[config.mk]
export PLATFORM = sky130hd
export DESIGN_NAME = fir_serial_n
export DESIGN_NICKNAME = d
export VERILOG_FILES = /design/src/rtl/fir_pkg.sv /design/src/rtl/fir_mac.sv /design/src/rtl/fir_serial_n.sv
export SDC_FILE = /design/constraint.sdc
export NUM_CORES = 1
export LEC_CHECK = 0
export BUFFER_PORTS_ARGS = -buffer_cell sky130_fd_sc_hd__buf_2
export CELL_PAD_IN_SITES_DETAIL_PLACEMENT = 1
export CELL_PAD_IN_SITES_GLOBAL_PLACEMENT = 1
export CORE_ASPECT_RATIO = 2
export CORE_MARGIN = 8
export CORE_UTILIZATION = 38
export CTS_CLUSTER_DIAMETER = 50
export CTS_CLUSTER_SIZE = 28
export DETAILED_ROUTE_END_ITERATION = 8
export PLACE_DENSITY_LB_ADDON = 0.1
export SYNTH_ARGS = -nofsm -noshare
export SYNTH_HDL_FRONTEND = slang
export SYNTH_SLANG_ARGS = --single-unit
[constraint.sdc]
create_clock -name clk -period 7 [get_ports clk]
set_clock_uncertainty 0.2 [all_clocks]
set_input_delay 1.05 -clock clk [delete_from_list [all_inputs] [get_ports clk]]
set_output_delay 1.05 -clock clk [all_outputs]
set_load 0.02 [all_outputs]
[src/rtl/fir_pkg.sv]
// fir_pkg: shared widths, FSM states and output clamp
// for the time-multiplexed FIR filter.
package fir_pkg;

  localparam int DATA_W_DEF = 8;
  localparam int COEF_W_DEF = 8;
  localparam int TAPS_DEF   = 3;
  localparam int OUT_W_DEF  = 16;

  typedef enum logic [1:0] {
    IDLE,
    MAC,
    OUT
  } state_t;

  // Returns {clamped, value}; callers keep the low out_w bits.
  function automatic logic [64:0] sat_to_out(
    input logic signed [63:0] v,
    input int                 out_w
  );
    logic signed [63:0] hi;
    logic signed [63:0] lo;
    if (out_w >= 64) return {1'b0, v};
    hi = (64'sd1 <<< (out_w - 1)) - 64'sd1;
    lo = -hi - 64'sd1;
    if (v > hi) return {1'b1, hi};
    if (v < lo) return {1'b1, lo};
    return {1'b0, v};
  endfunction

endpackage

[src/rtl/fir_mac.sv]
// fir_mac: registered signed multiply-accumulate
// with synchronous clear and enable.
module fir_mac
  import fir_pkg::*;
#(
  parameter int DATA_W = DATA_W_DEF,
  parameter int COEF_W = COEF_W_DEF,
  parameter int ACC_W  = DATA_W_DEF + COEF_W_DEF + 2
) (
  input  logic                    clk,
  input  logic                    rst_n,
  input  logic                    clr,
  input  logic                    en,
  input  logic [DATA_W-1:0]       a,
  input  logic [COEF_W-1:0]       b,
  output logic signed [ACC_W-1:0] acc
);

  localparam int PW = DATA_W + COEF_W;

  logic signed [PW-1:0] prod;

  assign prod = PW'($signed(a)) * PW'($signed(b));

  always_ff @(posedge clk or negedge rst_n) begin
    if (!rst_n) begin
      acc <= '0;
    end else if (clr) begin
      acc <= '0;
    end else if (en) begin
      acc <= acc + ACC_W'(prod);
    end
  end

endmodule

[src/rtl/fir_serial_n.sv]
// fir_serial_n: serial FIR with valid/ready input,
// double-buffered coefficients and saturated output.
module fir_serial_n
  import fir_pkg::*;
#(
  parameter int DATA_W = DATA_W_DEF,
  parameter int COEF_W = COEF_W_DEF,
  parameter int TAPS   = TAPS_DEF,
  parameter int ACC_W  = DATA_W + COEF_W + $clog2(TAPS),
  parameter int OUT_W  = OUT_W_DEF
) (
  input  logic                     clk,
  input  logic                     rst_n,
  input  logic                     in_valid,
  output logic                     in_ready,
  input  logic [DATA_W-1:0]        in_data,
  input  logic                     coef_we,
  input  logic [$clog2(TAPS)-1:0]  coef_addr,
  input  logic [COEF_W-1:0]        coef_data,
  output logic                     out_valid,
  output logic [OUT_W-1:0]         out_data,
  output logic                     out_sat
);

  localparam int IW = $clog2(TAPS);
  localparam logic [IW-1:0] LAST = IW'(TAPS - 1);

  state_t                  state;
  logic [IW-1:0]           idx;
  logic [DATA_W-1:0]       x     [TAPS];
  logic [COEF_W-1:0]       s     [TAPS];
  logic [COEF_W-1:0]       c     [TAPS];
  logic [COEF_W-1:0]       s_nxt [TAPS];
  logic signed [ACC_W-1:0] acc;
  logic [64:0]             sat_r;
  logic                    unused_sat;
  logic                    accept;

  assign in_ready   = (state == IDLE);
  assign accept     = in_ready && in_valid;
  assign sat_r      = sat_to_out(64'(acc), OUT_W);
  assign unused_sat = ^sat_r[63:OUT_W];

  // A write landing on the accept edge is folded into the commit.
  always_comb begin
    s_nxt = s;
    if (coef_we && (int'(coef_addr) < TAPS)) begin
      s_nxt[coef_addr] = coef_data;
    end
  end

  fir_mac #(
    .DATA_W (DATA_W),
    .COEF_W (COEF_W),
    .ACC_W  (ACC_W)
  ) u_mac (
    .clk   (clk),
    .rst_n (rst_n),
    .clr   (accept),
    .en    (state == MAC),
    .a     (x[idx]),
    .b     (c[idx]),
    .acc   (acc)
  );

  always_ff @(posedge clk or negedge rst_n) begin
    if (!rst_n) begin
      state     <= IDLE;
      idx       <= '0;
      out_valid <= 1'b0;
      out_data  <= '0;
      out_sat   <= 1'b0;
      for (int k = 0; k < TAPS; k++) begin
        x[k] <= '0;
        s[k] <= '0;
        c[k] <= '0;
      end
    end else begin
      out_valid <= 1'b0;
      s         <= s_nxt;
      unique case (state)
        IDLE: begin
          if (in_valid) begin
            x[0] <= in_data;
            for (int k = 1; k < TAPS; k++) begin
              x[k] <= x[k-1];
            end
            c     <= s_nxt;
            idx   <= '0;
            state <= MAC;
          end
        end
        MAC: begin
          idx <= idx + 1'b1;
          if (idx == LAST) state <= OUT;
        end
        OUT: begin
          out_data  <= sat_r[OUT_W-1:0];
          out_sat   <= sat_r[64];
          out_valid <= 1'b1;
          state     <= IDLE;
        end
        default: state <= IDLE;
      endcase
    end
  end

endmodule
==> results.py <==
metrics = {
    "outcome": {
        "status": "complete, no violations",
    },
    "floorplan": {
        "die_area_mm2": 0.0262,
        "ios": 41,
        "core_mm2": 0.0208,
        "fp.dieW_um": 119,
        "rows": 75,
        "initial_core_util": 0.383,
        "die_height_um": 221,
    },
    "critical_path": {
        "endpoint_kind": "register",
        "critPathArrivalTime_ns": 6.66,
        "cp_max_fo": 13,
        "start_kind": "register",
        "critical_path_class": "register to register",
        "required_ns": 7.11,
    },
    "synthesis": {
        "syn_area_mm2": 0.00799,
        "ys_types": 47,
        "yosysTopAreaCellShare": 0.351,
        "synth_area_per_cell_um2": 9.40,
        "synth-edff-count": 0,
        "synth_warnings": 0,
        "synth_area_leaders": "dfrtp_1 35%, fa_1 20%, nand2_1 9.8%",
        "yosysSeqAreaShare": 0.351,
        "yosys_most_used_dff": "dfrtp_1",
        "synthArstFlopShare": 1.00,
        "postSynthCellCount": 850,
        "synth_nets": 995,
        "synth_top_area_cell": "dfrtp_1",
        "synth_seq_cells": 112,
    },
    "sta": {
        "max_slew_margin": 0.280,
        "slew_viol_final": 0,
        "finalSetupViolCount": 0,
        "layout_setup_ws_ns": 0.456,
        "grt_setup_unrepaired": "no",
        "worst_pin_slew_ns": 1.08,
        "hold_viol_final": 0,
        "setup_tns_ns": 0,
        "finalCritPeriodShare": 0.935,
        "clock.fmax_mhz": 153,
        "finalCriticalPeriod_ns": 6.54,
    },
    "finish": {
        "drive_gt1_frac": 0.127,
        "layout_common_cells": "207 x nand2_1, 112 x dfrtp_1, 92 x inv_1, 80 x fa_1, 75 x nor2_1",
        "nets": 1033,
        "fin_cells": 1162,
        "fillCellCount": 2489,
        "post-route-util": 0.426,
        "syn_to_final_growth_pct": 11.0,
        "mostFrequentLayoutCell": "nand2_1",
        "num_antenna_cells": 0,
    },
    "cts": {
        "clkTransAtPathRegs_ns": 0.08,
        "cts_sinks": 112,
        "hold_buffers": 0,
        "cts_resized": 0,
        "cts_buffers": 9,
        "cts_buffer_depth": 2,
        "cts_max_level": 3,
        "clockRootBuffer": "clkbuf_16",
        "worstSkewPairLatency_ns": 0.37,
        "post_cts_buffers": 0,
        "cts_tree": "done",
    },
    "routing": {
        "drc_errors": 0,
        "vias": 5807,
        "wirelength_um": 20100,
        "ant_nets": 0,
        "wl_per_cell_um": 17.3,
        "vias_per_cell": 5.00,
        "drtPass1Iterations": 4,
        "dr.first_iter.drc_count": 146,
    },
    "worst_hold_path": {
        "hold_path.class": "register to register",
    },
    "global_route": {
        "antenna_found_initial": 0,
        "grt-ovfl-total": 0,
        "grt_pass1_wl_um": 34400,
        "grt_max_degree": 76,
        "grt_usage": 0.167,
        "grt_pass1_vias": 6793,
    },
    "place": {
        "dp_slack_ns": 0.456,
        "post-place-cells": 1146,
        "dp_hpwl_um": 16400,
        "place_congestion": 0.909,
        "port_buffers": 40,
    },
    "job": {
        "drv_cap": 0,
    },
}
-- routing by layer --
layer / part of all wire / track usage
met5: 0 / 0
met4: 0.040 / 0.0838
met3: 0.022 / 0.0278
met2: 0.59 / 0.331
met1: 0.35 / 0.156
-- Yosys cell counts (all sizes together) (2+ instances only) --
| master | n |
|---|---|
| nor2b | 5 |
| nand2b | 7 |
| o21ai | 46 |
| o41ai | 2 |
| nand3b | 2 |
| ha | 43 |
| mux2i | 17 |
| fa | 80 |
| nor3 | 6 |
| a21oi | 18 |
| a21o | 9 |
| xor2 | 5 |
| buf | 7 |
| mux2 | 25 |
| nand2 | 208 |
| a31oi | 3 |
| xnor2 | 8 |
| a21boi | 2 |
| o31ai | 9 |
| clkbuf | 25 |
| or2 | 3 |
| o21a | 8 |
| nor2 | 75 |
| inv | 92 |
| dfrtp | 112 |
| nand3 | 16 |
| nor3b | 3 |
-- flip-flops by register name (all words and copies together) (netlist names) --
| signal | cells |
|---|---|
| idx | 2 |
| state | 2 |
| u_mac.acc | 18 |
| out_valid | 1 |
| x | 24 |
| s | 24 |
| out_sat | 1 |
| c | 24 |
| out_data | 16 |
-- stage by stage --
stage                     hold slack [ns]  cell area, um2
after global placement              0.257            8550
after global routing                0.298            8870
after CTS                           0.282            8870
after detailed placement            0.265            8550
after floorplan                     0.245            7990
final                               0.273            8870
-- logic make-up (layout without fill, tap and decap cells) --
kind of cell    count (synthesis)  after routing  share of synthesized area
simple gates                  331            331                      0.169
fa+ha+maj                     123            123                      0.268
buf+inv                       124            167                     0.0595
compound gates                105            105                     0.0818
flops                         112            112                      0.351
mux                            42             42                     0.0565
xor+xnor                       13             13                     0.0143
-- final timing paths --
kind	start	end	slack, ns	cells past startpoint
min in group asynchronous	rst_n	out_data[2]$_DFFE_PN0P_	0.43	1
min	out_data[7]$_DFFE_PN0P_	out_data[7]$_DFFE_PN0P_	0.27	2
max	idx[0]$_DFFE_PN0P_	u_mac.acc[15]$_DFFE_PN0P_	0.46	18
min reg2reg	out_data[7]$_DFFE_PN0P_	out_data[7]$_DFFE_PN0P_	0.27	2
max in group asynchronous	rst_n	x[18]$_DFFE_PN0P_	4.84	2
max reg2reg	idx[0]$_DFFE_PN0P_	u_mac.acc[15]$_DFFE_PN0P_	0.46	18
-- worst max-delay path, stage by stage (launching register included) --
cell      delay [ns]
dfrtp_1         0.80
mux2i_1         0.27
nor2_1          0.06
a31oi_1         0.60
or2_2           0.26
inv_1           0.06
fa_1            0.54
inv_1           0.15
fa_1            0.56
inv_1           0.05
fa_1            0.50
fa_1            0.50
ha_1            0.34
ha_1            0.27
a211o_2         0.30
o221ai_2        0.31
a21boi_2        0.12
or4_1           0.49
nand3_1         0.10
-- cell type report --
class                   count  area, um2  share of cell area
multi-input cells         614       4720               0.532
flip-flops and latches    112       2800               0.316
repair buffers             59        345              0.0389
inverters                  92        345              0.0389
well taps                 269        337              0.0379
clock buffers              10        239              0.0269
clock inverters             6       83.8             0.00945
Power is not shown: default switching activity piles up to over one toggle a cycle in this logic, so the estimate is an artifact.
